**src/rtl/raw10_unpacker.sv**
```systemverilog
// RAW10 pixel unpacker: regroups 32-bit CSI-2 payload words into 4-pixel groups of 10-bit samples.
// Optional macro RAW10_UNPACKER_RAW8_EN additionally passes RAW8 (8'h2A) words straight through as groups.
module raw10_unpacker (
  input  logic        clock,
  input  logic        reset_n,
  input  logic [31:0] image_data,
  input  logic [7:0]  image_data_type,
  input  logic        image_data_enable,
  input  logic        packet_start,
  output logic [39:0] pixel_data,
  output logic        pixel_valid,
  output logic [15:0] pixel_count,
  output logic        residue_error
);

  localparam logic [7:0] DT_RAW10 = 8'h2B;
  localparam logic [7:0] DT_RAW8  = 8'h2A;

  logic [63:0] buf_q;
  logic [63:0] buf_d;
  logic [2:0]  cnt_q;
  logic [2:0]  cnt_d;
  logic [63:0] base_buf;
  logic [2:0]  base_cnt;
  logic [63:0] merged;
  logic [3:0]  total;
  logic        accept_raw10;
  logic        accept_raw8;
  logic        emit;
  logic [39:0] group;

  // Five buffered bytes b0..b4 become four pixels; b4 carries the two LSBs of each.
  function automatic logic [39:0] pack_raw10(input logic [39:0] b);
    logic [39:0] p;
    p = '0;
    for (int k = 0; k < 4; k++) begin
      p[10*k +: 10] = {b[8*k +: 8], b[32 + 2*k +: 2]};
    end
    return p;
  endfunction

  function automatic logic [39:0] pack_raw8(input logic [31:0] w);
    logic [39:0] p;
    p = '0;
    for (int k = 0; k < 4; k++) begin
      p[10*k +: 10] = {w[8*k +: 8], 2'b00};
    end
    return p;
  endfunction

  // packet_start empties the buffer before a same-cycle word is appended,
  // so that word becomes bytes 0..3 of the new packet.
  always_comb begin
    accept_raw10 = image_data_enable && (image_data_type == DT_RAW10);
`ifdef RAW10_UNPACKER_RAW8_EN
    accept_raw8  = image_data_enable && (image_data_type == DT_RAW8);
`else
    accept_raw8  = 1'b0;
`endif
    base_buf = packet_start ? 64'd0 : buf_q;
    base_cnt = packet_start ? 3'd0 : cnt_q;
    merged   = base_buf | ({32'd0, image_data} << {base_cnt, 3'b000});
    total    = {1'b0, base_cnt} + 4'd4;

    buf_d = base_buf;
    cnt_d = base_cnt;
    emit  = 1'b0;
    group = pack_raw10(merged[39:0]);

    if (accept_raw10) begin
      if (total >= 4'd5) begin
        emit  = 1'b1;
        buf_d = merged >> 40;
        cnt_d = 3'(total - 4'd5);
      end else begin
        buf_d = merged;
        cnt_d = total[2:0];
      end
    end else if (accept_raw8) begin
      emit  = 1'b1;
      group = pack_raw8(image_data);
    end
  end

  // pixel_data is only loaded on an emitting cycle and otherwise holds.
  always_ff @(posedge clock or negedge reset_n) begin
    if (!reset_n) begin
      buf_q         <= '0;
      cnt_q         <= '0;
      pixel_data    <= '0;
      pixel_valid   <= 1'b0;
      pixel_count   <= '0;
      residue_error <= 1'b0;
    end else begin
      buf_q         <= buf_d;
      cnt_q         <= cnt_d;
      pixel_valid   <= emit;
      if (emit) begin
        pixel_data <= group;
      end
      pixel_count   <= (packet_start ? 16'd0 : pixel_count) + (emit ? 16'd4 : 16'd0);
      residue_error <= packet_start && (cnt_q != 3'd0);
    end
  end

endmodule
```
**config.mk**
```make
export PLATFORM = sky130hd
export DESIGN_NAME = raw10_unpacker
export DESIGN_NICKNAME = d
export VERILOG_FILES = /design/src/rtl/raw10_unpacker.sv
export SDC_FILE = /design/constraint.sdc
export NUM_CORES = 1
export LEC_CHECK = 0
export ABC_AREA = 1
export CORE_UTILIZATION = 50
export CTS_CLUSTER_DIAMETER = 150
export DETAILED_ROUTE_END_ITERATION = 10
export PLACE_DENSITY_LB_ADDON = 0.12
export SYNTH_ARGS = -nofsm -noshare
export SYNTH_HDL_FRONTEND = slang
export SYNTH_SLANG_ARGS = --single-unit
```
**constraint.sdc**
```tcl
create_clock -name clock -period 2.9 [get_ports clock]
set_input_delay 0.58 -clock clock [delete_from_list [all_inputs] [get_ports clock]]
set_output_delay 0.58 -clock clock [all_outputs]
set_load 0.01 [all_outputs]
```
==> results.md <==
- HPWL after DPL: 14.6 mm
- GR met3 Demand/Resource: 7.45%
- FFs w/ async S/R, synth: 100%
- WS Path Type: primary input to flop
- Initial Util: 52.1%
- Clock sink count: 123
- Slew HR: 43.9%
- Vias in the first global route: 6735
- Synth top cells by count: 485 x nand2_1, 132 x nand3_1, 123 x dfrtp_1
- Final setup violation count: 0
- Drt wl/cell: 15.5 microns
- CTS Buffer Depth: 2
- Combinational Power Share: 6.3%
- PwrDens: 466 nW/um^2
- Critical path fanouts, max: 44
- Mean number of vias per cell: 5.31
- Seq pwr share: 41.3%
- Cell Count, Final, Fillers Out: 1342
- Top post-synthesis cells by area: dfrtp_1 44%, nand2_1 26%, nand3_1 9.4%
- Core area: 13500 sq um
- Hold Crit Class: primary input to asynchronous set/reset pin
- Clk_lat worst skew: 0.43 ns
- Syn Std Cell Area: 7040 sq um
- Area Growth Syn to Fin: 26.9%
- Slew @ Worst Pin: 0.838 ns
- CP Capture Type: flop
- Crit path required time: 3.21 ns
- Met1 Use GR: 41.1%
- Cts hold-fix bufs: 0
- Count leader, synth: nand2_1
- Leading area contributor after synthesis: dfrtp_1
- First-pass GRT wire length: 34.0 mm
- H-tree levels: 4
- Grt ovf: 0
- Net Sw Frac: 22.9%
- Post-synth EDFFs: 0
- DR vias: 7122
- Met2 Resource Use GR: 46.8%
- Sequential Area: 3080 sq um
- Worst Path Arrival: 2.73 ns
- Dpl cells: 1310
- Maximum clock rate: 413 MHz
- Gr busiest metal: met2
- Worst VDD drop: 0.000365 V
- NetSw: 0.953 mW
- Final ANT Viol Nets: 0
- Gpl congestion: 0.898
- Synth Register Bits: 123
- Clk slew on worst S/H paths: 0.06 ns
- Fin crit share: 83.6%
- Worst clock skew: 0.00497 ns
- # fillers: 1231
- YS warnings: 0
- Top FF cell, synth: dfrtp_1
- DRT iter0 DRCs: 630
- Fin. Hold Viols: 0
- Die area: 14600 sq um
- CTS Root Cell: clkbuf_16
- Avg Inst Size Synth: 6.71 sq um
- TNS Setup: 0 ns
- TritonCTS Buffers: 17
- Fin nets: 1201
- # rows: 42
- DIE HEIGHT: 121 microns
- Initial antenna violation count: 0
- Residual DRC: 0
- RSZ-0062 raised after global routing: false
- Cells after Synth: 1049
- Yosys cell types: 31
- Largest net degree at the start of global routing: 49
- Overall global routing resource usage: 30.7%
- PortBufs: 99
- LEAKAGE: 4.88 nW
- Status: completed
- IO Pins: 102
- Resize count post-CTS: 0
- Final wirelength: 20.8 mm
- Share of layout cells above drive strength 1: 6.95%
- Sequential share of the synthesized area: 43.7%
- Post-CTS Setup Inserts: 0
- # Max-Cap Violations: 0
- Max-slew violations: 0
- Final min period: 2.42 ns
- Pint: 3.21 mW
- Die width: 121 microns
- ANT cells: 0
- Clock network power share: 52.3%
- CTS tree: built
- DR pass1 iterations: 6
- Top-area cell type share of the netlist area: 43.7%
- Area of the multi-input gates: 3450 sq um
- CP startpoint kind: primary input
layout make-up:
class,count,share of cell area [%]
clock buffers,21,5.15
clock inverters,11,1.61
well taps,176,2.46
multi-input cells,803,38.7
inverters,72,3.05
repair buffers,136,14.6
flip-flops and latches,123,34.5
through the flow:
stage | util [%] | hold slack (ns) | worst slack, ns | total power, mW | cell area (sq um)
after floorplan | - | 0.284 | 0.118 | 1.86 | 7050
after global placement | 61.7 | 0.454 | 0.0790 | 2.01 | 8330
after detailed placement | 61.7 | 0.464 | 0.0573 | 2.01 | 8330
after CTS | 66.1 | 0.190 | 0.497 | 4.19 | 8930
after global routing | 66.1 | 0.208 | 0.358 | 4.30 | 8930
final | 66.1 | 0.163 | 0.477 | 4.16 | 8930
worst max-delay path: stages:
cell	delay [ns]
clkdlybuf4s50_1	0.57
inv_2	0.07
nand2_2	0.10
ha_1	0.27
nor2_8	0.06
nor2_4	0.10
buf_4	0.47
inv_2	0.11
buf_4	0.23
nand2_1	0.07
o21ai_0	0.07
sequential cells by signal (all words and copies together) (netlist names):
signal / count
residue_error: 1
pixel_valid: 1
cnt_q: 3
pixel_data: 40
pixel_count: 14
buf_q: 64
power groups by stage:
stage                     combinational (mW)  sequential, mW  clock, mW
after floorplan                        0.105            1.75          0
after CTS                              0.264            1.72       2.20
final                                  0.264            1.72       2.18
after global placement                 0.262            1.75          0
after detailed placement               0.263            1.75          0
after global routing                   0.292            1.72       2.29
layer usage:
layer,vias up,share of wire (%)
met2,335,45
met4,0,3.2
met1,3246,43
li1,3490,-
met5,-,0
met3,51,9.0
final timing paths:
check | startpoint | end | slack (ns) | depth (start not counted)
hold reg to reg | pixel_data[6]$_DFFE_PN0P_ | pixel_data[6]$_DFFE_PN0P_ | 0.47 | 2
setup reg to reg | cnt_q[0]$_DFF_PN0_ | pixel_data[9]$_DFFE_PN0P_ | 0.87 | 10
max in group asynchronous | reset_n | buf_q[32]$_DFF_PN0_ | 2.08 | 2
hold / removal | reset_n | pixel_data[5]$_DFFE_PN0P_ | 0.16 | 1
setup / recovery | packet_start | pixel_data[9]$_DFFE_PN0P_ | 0.48 | 11
min in group clock | pixel_data[6]$_DFFE_PN0P_ | pixel_data[6]$_DFFE_PN0P_ | 0.47 | 2
placed cells by master (no fill, tap or decap), types with 4 or more instances in the layout:
master and instances:
nand2_1 485, nand3_1 132, dfrtp_1 123, clkdlybuf4s50_1 98, nor2_1 83, inv_1 66, a21oi_1 49, buf_4 35
clkbuf_16 17, o21a_1 10, xor2_1 9, o21ai_0 9, nor3_1 6, ha_1 4, clkinvlp_4 4
logic make-up after synthesis:
logic type | count (synthesis) | share of synthesized area [%]
simple gates | 718 | 41.7
buf+inv | 124 | 7.29
flops | 123 | 43.7
compound gates | 69 | 5.28
xor+xnor | 10 | 1.24
fa+ha+maj | 4 | 0.711
other cells | 1 | 0.0533
No activity file was read; power rests on OpenSTA's default activity.
